===== config.mk =====
export PLATFORM = sky130hd
export DESIGN_NAME = tc_pl_cap_window_gen_flat
export DESIGN_NICKNAME = d
export VERILOG_FILES = /design/src/rtl/tc_pl_cap_window_gen_if.sv /design/src/rtl/tc_pl_cap_window_gen.sv /design/src/flat_wrapper.sv
export SDC_FILE = /design/constraint.sdc
export NUM_CORES = 1
export LEC_CHECK = 0
export ABC_AREA = 1
export CAP_MARGIN = 10
export CORE_MARGIN = 8
export CORE_UTILIZATION = 50
export DETAILED_ROUTE_END_ITERATION = 12
export GPL_ROUTABILITY_DRIVEN = 0
export PLACE_DENSITY = 0.77
export SLEW_MARGIN = 20
export SYNTH_ARGS = -nofsm -noshare
export SYNTH_HDL_FRONTEND = slang
export SYNTH_SLANG_ARGS = --single-unit
export TNS_END_PERCENT = 1

===== constraint.sdc =====
create_clock -name clk -period 1.9 [get_ports clk]
set_input_delay 0.38 -clock clk [delete_from_list [all_inputs] [get_ports clk]]
set_output_delay 0.38 -clock clk [all_outputs]
set_load 0.05 [all_outputs]

===== src/rtl/tc_pl_cap_window_gen_if.sv =====
// Capture-window generator port bundle: trigger and latched parameters in,
// busy/gate/index/done status and miss count out.
interface tc_pl_cap_window_gen_if #(
    parameter int CAP0_10 = 18,
    parameter int CAP0_11 = 32
);
    logic               cap_trig;
    logic [CAP0_10-1:0] cap_gain_cycle;
    logic [CAP0_11-1:0] cap_gain_Lddel;
    logic               cap_busy;
    logic               cap_gate;
    logic [CAP0_10-1:0] cap_idx;
    logic               cap_done;
    logic [15:0]        trig_miss_cnt;

    modport master (
        output cap_trig, cap_gain_cycle, cap_gain_Lddel,
        input  cap_busy, cap_gate, cap_idx, cap_done, trig_miss_cnt
    );

    modport slave (
        input  cap_trig, cap_gain_cycle, cap_gain_Lddel,
        output cap_busy, cap_gate, cap_idx, cap_done, trig_miss_cnt
    );
endinterface


===== src/rtl/tc_pl_cap_window_gen.sv =====
// Capture-window generator: on trigger, waits the latched load delay, then
// raises a capture gate with a sample index for the latched cycle count.
module tc_pl_cap_window_gen #(
    parameter int CAP0_10 = 18,
    parameter int CAP0_11 = 32
) (
    input logic                  clk,
    input logic                  rst,
    tc_pl_cap_window_gen_if.slave cap
);
    typedef enum logic [1:0] {IDLE, DELAY, GATE, DONE} state_t;

    localparam logic [CAP0_10-1:0] ONE_C = 1;
    localparam logic [CAP0_11-1:0] ONE_D = 1;

    state_t             state, state_nxt;
    logic [CAP0_11-1:0] lddel_r;
    logic [CAP0_10-1:0] cyc_r;
    logic [CAP0_11-1:0] dly_cnt, dly_cnt_nxt;
    logic [CAP0_10-1:0] idx_r, idx_nxt;
    logic               busy_r, busy_nxt;
    logic               gate_r, gate_nxt;
    logic               done_r, done_nxt;
    logic [15:0]        miss_cnt_r, miss_cnt_nxt;
    logic               accept;
    logic               miss;

    assign accept = (state == IDLE) && cap.cap_trig;
    assign miss   = (state != IDLE) && cap.cap_trig;

    always_ff @(posedge clk) begin
        if (rst) begin
            state      <= IDLE;
            lddel_r    <= '0;
            cyc_r      <= '0;
            dly_cnt    <= '0;
            idx_r      <= '0;
            busy_r     <= 1'b0;
            gate_r     <= 1'b0;
            done_r     <= 1'b0;
            miss_cnt_r <= '0;
        end else begin
            state      <= state_nxt;
            dly_cnt    <= dly_cnt_nxt;
            idx_r      <= idx_nxt;
            busy_r     <= busy_nxt;
            gate_r     <= gate_nxt;
            done_r     <= done_nxt;
            miss_cnt_r <= miss_cnt_nxt;
            if (accept) begin
                lddel_r <= cap.cap_gain_Lddel;
                cyc_r   <= cap.cap_gain_cycle;
            end
        end
    end

    // The accepting edge decides from the live inputs, which are the values being latched.
    always_comb begin
        state_nxt = state;
        case (state)
            IDLE: begin
                if (cap.cap_trig) begin
                    if (cap.cap_gain_Lddel != '0)
                        state_nxt = DELAY;
                    else if (cap.cap_gain_cycle != '0)
                        state_nxt = GATE;
                    else
                        state_nxt = DONE;
                end
            end
            DELAY: begin
                if (dly_cnt == lddel_r)
                    state_nxt = (cyc_r != '0) ? GATE : DONE;
            end
            GATE: begin
                if (idx_r == cyc_r - ONE_C)
                    state_nxt = DONE;
            end
            DONE:    state_nxt = IDLE;
            default: state_nxt = IDLE;
        endcase
    end

    // Outputs are decoded from the next state so the registered copies line up with the state they describe.
    always_comb begin
        busy_nxt     = (state_nxt != IDLE);
        gate_nxt     = (state_nxt == GATE);
        done_nxt     = (state_nxt == DONE);
        dly_cnt_nxt  = '0;
        idx_nxt      = '0;
        miss_cnt_nxt = miss_cnt_r;
        if (state_nxt == DELAY)
            dly_cnt_nxt = (state == DELAY) ? dly_cnt + ONE_D : ONE_D;
        if (state_nxt == GATE && state == GATE)
            idx_nxt = idx_r + ONE_C;
        if (miss && miss_cnt_r != '1)
            miss_cnt_nxt = miss_cnt_r + 16'd1;
    end

    assign cap.cap_busy      = busy_r;
    assign cap.cap_gate      = gate_r;
    assign cap.cap_idx       = idx_r;
    assign cap.cap_done      = done_r;
    assign cap.trig_miss_cnt = miss_cnt_r;
endmodule


===== src/flat_wrapper.sv =====
// flat-port wrapper written by rule: the top's interface ports become plain ports
module tc_pl_cap_window_gen_flat 
#(
    parameter int CAP0_10 = 18,
    parameter int CAP0_11 = 32
)
  (clk, rst, cap_cap_trig, cap_cap_gain_cycle, cap_cap_gain_Lddel, cap_cap_busy, cap_cap_gate, cap_cap_idx, cap_cap_done, cap_trig_miss_cnt);
  tc_pl_cap_window_gen_if #(.CAP0_10(CAP0_10), .CAP0_11(CAP0_11)) cap_i ();
  input logic clk;
  input logic rst;
  input wire logic [$bits(cap_i.cap_trig)-1:0] cap_cap_trig;
  input wire logic [$bits(cap_i.cap_gain_cycle)-1:0] cap_cap_gain_cycle;
  input wire logic [$bits(cap_i.cap_gain_Lddel)-1:0] cap_cap_gain_Lddel;
  output wire logic [$bits(cap_i.cap_busy)-1:0] cap_cap_busy;
  output wire logic [$bits(cap_i.cap_gate)-1:0] cap_cap_gate;
  output wire logic [$bits(cap_i.cap_idx)-1:0] cap_cap_idx;
  output wire logic [$bits(cap_i.cap_done)-1:0] cap_cap_done;
  output wire logic [$bits(cap_i.trig_miss_cnt)-1:0] cap_trig_miss_cnt;
  assign cap_i.cap_trig = cap_cap_trig;
  assign cap_i.cap_gain_cycle = cap_cap_gain_cycle;
  assign cap_i.cap_gain_Lddel = cap_cap_gain_Lddel;
  assign cap_cap_busy = cap_i.cap_busy;
  assign cap_cap_gate = cap_i.cap_gate;
  assign cap_cap_idx = cap_i.cap_idx;
  assign cap_cap_done = cap_i.cap_done;
  assign cap_trig_miss_cnt = cap_i.trig_miss_cnt;
  tc_pl_cap_window_gen #(.CAP0_10(CAP0_10), .CAP0_11(CAP0_11)) u_core (.clk(clk), .rst(rst), .cap(cap_i));
endmodule

# Yosys cells after proc, flatten, opt, wreduce, memory -nomap -nowiden

Index checks and enable logic that the tools add are counted.

Add/sub/neg operators: 4
Equality and inequality tests: 9
Muxes and demuxes: 8
Bitwise gates (word level): 3
Reductions and logical operators: 13

Operator list:

| kind                    | number |
|---|---|
| $reduce_bool A18 Y1     | 2 |
| $add A32 B1 Y32 const B | 1 |
| $eq A32 B32 Y1          | 1 |
| $reduce_bool A32 Y1     | 1 |
| $add A18 B1 Y18 const B | 1 |
| $eq A18 B18 Y1          | 1 |
| $sub A18 B1 Y18 const B | 1 |
| $add A16 B1 Y16 const B | 1 |
| $ne A16 B16 Y1 const B  | 1 |
| $eq A2 B2 Y1 const B    | 4 |
| $mux W2                 | 4 |
| $pmux W2 S4             | 1 |
| $eq A2 B1 Y1 const B    | 2 |
| $logic_and A1 B1 Y1     | 4 |
| $reduce_bool A2 Y1      | 2 |
| $reduce_or A2 Y1        | 2 |
| $mux W1                 | 3 |
| $not A1 Y1              | 3 |
| $reduce_or A3 Y1        | 1 |
| $logic_not A2 Y1        | 1 |

Register bits after elaboration: 121
Input bits: 53
Output and inout bits: 37

# Depth between registers and ports, before layout

Depth in word-level cells: 9
Depth in mapped cells: 19

# Worst setup path after synthesis

No wires, ideal clock.

Kind: reg-to-reg
From: register u_core.idx_r[0] (netlist: u_core.cap.cap_idx[0])
To: register u_core.idx_r[16] (netlist: u_core.cap.cap_idx[16])
Setup time: 65 ps
Arrival: 2349 ps
Data required time: 1835 ps
Slack: -513 ps
Stages on the path, launching flop included: 11
Path buffers: 0
Clock period less this slack: 2413 ps
Cells stage by stage: dfxtp_1 ha_1 nand3_1 nor3_2 nand3_1 nor3_1 nand3_1 nor3_2 nand3_1 xor2_1 nor2_1

Word-level cells in the longest chain between the ends: 7

Ends and longest elaborated chain:

| item                              | line                       | RTL |
|---|---|---|
| from (decl)                       | tc_pl_cap_window_gen.sv:20 | `logic [CAP0_10-1:0] idx_r, idx_nxt;` |
| from (signal assigned)            | tc_pl_cap_window_gen.sv:45 | `idx_r <= idx_nxt;` |
| $eq A18 B18 Y1                    | tc_pl_cap_window_gen.sv:76 | `if (idx_r == cyc_r - ONE_C)` |
| $mux W2                           | tc_pl_cap_window_gen.sv:76 |  |
| $pmux W2 S4                       | tc_pl_cap_window_gen.sv:60 | `case (state)` |
| $eq A2 B2 Y1                      | tc_pl_cap_window_gen.sv:94 | `if (state_nxt == GATE && state == GATE)` |
| $logic_and A1 B1 Y1               | tc_pl_cap_window_gen.sv:94 |  |
| $not A1 Y1 (no source line)       | -                          |  |
| $reduce_or A2 Y1 (no source line) | -                          |  |

Parallel ways exist; a longest one is shown, timed or not.
A chain may end at the register's enable or synchronous reset.

# Final worst setup path

From: register u_core.cyc_r[5]
To: register u_core.idx_r[3] (netlist: u_core.cap.cap_idx[3])

Word-level cells in the longest chain between the ends: 8

Ends and longest elaborated chain:

| item                                                   | line                                                   | RTL |
|---|---|---|
| from (decl)                                            | tc_pl_cap_window_gen.sv:18                             | `logic [CAP0_10-1:0] cyc_r;` |
| from (signal assigned)                                 | tc_pl_cap_window_gen.sv:52                             | `cyc_r <= cap.cap_gain_cycle;` |
| $sub A18 B1 Y18 or $reduce_bool A18 Y1 (tied branches) | tc_pl_cap_window_gen.sv:76, tc_pl_cap_window_gen.sv:73 |  |
| $eq A18 B18 Y1 or $mux W1 (tied branches)              | tc_pl_cap_window_gen.sv:76, tc_pl_cap_window_gen.sv:73 |  |
| $mux W2, on equally long branches                      | tc_pl_cap_window_gen.sv:76, tc_pl_cap_window_gen.sv:72 |  |
| $pmux W2 S4 *                                          | tc_pl_cap_window_gen.sv:60                             |  |
| $eq A2 B2 Y1 *                                         | tc_pl_cap_window_gen.sv:94                             |  |
| $logic_and A1 B1 Y1 *                                  | tc_pl_cap_window_gen.sv:94                             |  |
| $not A1 Y1 (no source line) *                          | -                                                      |  |
| $reduce_or A2 Y1 (no source line) *                    | -                                                      |  |

Every way passes the cells marked *; elsewhere a longest branch is shown, timed or not.

==> results.py <==
metrics = {
    "outcome": {
        "status": "finished with violations",
        "violations": "negative setup slack",
    },
    "cts": {
        "tritoncts": "built",
        "cts-root-buf": "clkbuf_16",
        "cts.path.max_buffers": 2,
        "clk_pin_slew_ps": 60,
        "cts_buffers": 17,
        "cts_sinks": 121,
        "cts_max_level": 4,
        "insertion_delay_ps": 430,
    },
    "timing": {
        "min_period_ps": 2390,
        "rsz0062_at_grt": "yes",
        "setup_viol": 54,
        "worst_clock_skew_ps": 9.17,
        "max_freq_mhz": 418,
        "tightest_slew_ps": 493,
        "max_slew_margin_pct": 67.3,
        "drv_slew": 0,
        "finalHoldViolations": 0,
        "setup_slack_ps": -491,
        "fin_crit_sh_pct": 126,
    },
    "final_layout": {
        "nNetsFinal": 1201,
        "drive_gt1_share_pct": 31.4,
        "synthToLayoutAreaGrowth_pct": 49.0,
        "fin_area_sq_um": 9560,
        "final_cells": 1329,
        "antenna_cells": 0,
    },
    "critical_path": {
        "cp.arrival_ps": 2750,
        "worstSetupEndpointType": "flip-flop",
        "crit_start": "u_core.cyc_r[5]",
        "r2r_start": "u_core.cyc_r[5]",
        "criticalPathCategory": "reg2reg",
        "r2r_slack_ps": -490,
        "reg2regPathDepth": 21,
        "critPathSlowestCell": "dfxtp_1",
        "worstReg2RegEnd": "u_core.cap.cap_idx[3]",
        "slowest_delay_ps": 350,
        "crit_required_ps": 2260,
        "path_common_cell": "nand2_1",
        "worstSetupStartpointType": "flip-flop",
        "critical_path.cell_chain": "nor2_2 -> buf_4 -> nand3_1 -> buf_4 -> inv_1 -> nand2_1 -> nand2_1 -> nand2_1 -> nand2_1 -> inv_1 -> nand2_1 -> nor2_1 -> nand3_1 -> nand2_1 -> nand2_2 -> nand2_4 -> buf_6 -> nor2_4 -> buf_12 -> nand2_8 -> nor2_1",
        "cp_max_fo": 9,
    },
    "synthesis": {
        "yosys_warnings": 0,
        "synth_top_area_cell": "dfxtp_1",
        "synthTopCellsByArea": "dfxtp_1 (38%), nand2_1 (8.1%), inv_1 (7.1%), xor2_1 (6.7%), nor2_1 (6.1%)",
        "synth-edff-count": 0,
        "synth_top_cell_area_share_pct": 37.8,
        "seq_area_frac_synth_pct": 37.8,
        "synth-seq-cells": 121,
        "synth_ff_type": "dfxtp_1",
        "syn_nets": 945,
        "syn_avg_cell_area_sq_um": 7.22,
        "postSynthCellCount": 888,
        "synth_area_sq_um": 6410,
        "async_flop_share_pct": 0,
        "synthDistinctLibCells": 39,
    },
    "placement": {
        "preCtsSetupSlack_ps": -686,
        "dpl.hpwl_um": 13800,
        "dp_cells": 1287,
        "portBuffers": 89,
        "placed_area_sq_um": 8590,
    },
    "global_routing": {
        "grt_max_degree": 47,
        "grt_pass1_wl_um": 31900,
        "grt_usage_pct": 24.2,
        "overflow": 0,
        "antenna_found_initial": 0,
        "grt_pass1_vias": 6717,
    },
    "floorplan": {
        "die_w_um": 129,
        "design.die.area_sq_um": 16700,
        "die_h_um": 129,
        "coreArea_sq_um": 12600,
        "start_util_pct": 51.0,
        "rows": 41,
        "boundaryPins": 90,
    },
    "detailed_routing": {
        "drc": 0,
        "vias": 6819,
        "avgViaCountPerCell": 5.13,
        "firstDrtPassIters": 5,
        "drtIter0Drc": 458,
        "drt-wirelength-per-cell_um": 15.4,
        "wl_um": 20500,
        "ant_nets": 0,
    },
    "hold_path": {
        "holdPathEnd": "u_core.lddel_r[3]",
        "hp-class": "reg2reg",
        "holdPathStages": 2,
        "hp-start": "u_core.lddel_r[3]",
    },
    "power": {
        "power_density_nw_per_um2": 763,
        "leakagePower_nw": 4.12,
        "ir_drop_mv": 0.726,
    },
    "job": {
        "drv_cap": 0,
    },
}
worst max-delay path by stage:
stage	endpoint
3_5_place_dp	u_core.cap.cap_idx[4]
4_1_cts	u_core.dly_cnt[24]
3_3_place_gp	u_core.cap.cap_idx[5]
6_report	u_core.cap.cap_idx[3]
5_1_grt	u_core.dly_cnt[1]
2_1_floorplan	u_core.cap.cap_idx[16]
cell type report:
| cell class | count | area, sq um |
|---|---|---|
| Tap cell | 172 | 215 |
| Sequential cell | 121 | 2450 |
| Inverter | 126 | 473 |
| Clock buffer | 21 | 480 |
| Clock inverter | 11 | 143 |
| Multi-Input combinational cell | 620 | 3590 |
| Fill cell | 859 | 3010 |
| Timing Repair Buffer | 258 | 2210 |
routing by layer:
layer | part of all wire (%) | vias up | GRT usage (%)
met2 | 50 | 262 | 41.9
met1 | 40 | 3160 | 27.3
li1 | - | 3329 | -
met3 | 6.6 | 68 | 6.61
met5 | 0 | - | 0
met4 | 3.3 | 0 | 10.8
through the flow:
stage / util (%) / power [mW] / hold WS, ps / setup TNS [ps]
2_1_floorplan: - / 3.32 / 439 / -3390
3_3_place_gp: 68.3 / 3.77 / 465 / -35270
3_5_place_dp: 68.3 / 3.79 / 471 / -38910
4_1_cts: 74.7 / 7.24 / 479 / -12390
5_1_grt: 76.0 / 7.55 / 505 / -33850
6_report: 76.0 / 7.30 / 478 / -22990
sequential cells by signal (all words and copies together) (netlist names):
signal / cells
u_core.cap.cap_done: 1
u_core.cap.cap_busy: 1
u_core.cap.cap_gate: 1
u_core.cyc_r: 18
u_core.state: 2
u_core.dly_cnt: 32
u_core.cap.cap_idx: 18
u_core.lddel_r: 32
u_core.cap.trig_miss_cnt: 16
synthesized netlist by cell type (2+ instances only):
cell type / instances
xnor2_1: 28
nand3_1: 43
ha_1: 4
o22ai_1: 4
a21oi_1: 42
nand3_2: 4
nand2_1: 139
nor3_2: 4
or2_2: 3
nor2_4: 5
nand2_2: 5
inv_2: 3
clkbuf_1: 16
o21ai_0: 65
nand4_2: 2
a31oi_1: 2
nor2_1: 104
inv_1: 122
nand3b_1: 6
buf_6: 6
xnor2_2: 2
dfxtp_1: 121
nand4_1: 7
xor2_1: 49
o21a_1: 2
nor2_2: 48
nor3_1: 28
nor4_1: 13
power by group:
part / total (mW) / switching, mW / internal [mW]
Clock: 3.39 / 1.20 / 2.19
Sequential: 2.73 / 0.0900 / 2.64
Combinational: 1.17 / 0.622 / 0.547
worst max-delay path: cells and delay by family, from the launching register on:
kind / cells / cell delay (ps)
and+or+nand+nor: 15 / 1290
buffers and inverters: 6 / 680
DFF: 1 / 350
placed cells by master (no fill, tap or decap), drive strengths merged, types with 3 or more instances in the layout:
master           n
dfxtp          121
clkdlybuf4s50   52
xnor2           30
nand4           10
clkbuf          21
inv            126
clkinv           5
o22ai            4
nand2          147
buf            198
o21ai           65
dlygate4sd2      7
nor3            32
nor2           157
nand3           47
a21oi           42
nand3b           6
or2              3
ha               4
nor4            14
clkinvlp         3
xor2            49
bufinv           3
cell families after synthesis:
| group | Yosys count | synth area share, % |
|---|---|---|
| AND/OR/NAND/NOR | 418 | 31.6 |
| flip-flops | 121 | 37.8 |
| XOR/XNOR | 79 | 11.0 |
| adder cells (fa/ha/maj) | 4 | 0.780 |
| buffers and inverters | 149 | 9.42 |
| AO/OA/AOI/OAI | 117 | 9.40 |
what timing repair did:
action	4_1_cts	5_1_grt
setup endpoints to repair	61	61
hold endpoints to repair	0	0
pin swaps	9	10
cloned	2	2
gates resized for setup	29	34
setup buffers	4	2
hold buffers	0	0
Note: power is estimated with default switching activity, not from simulation.
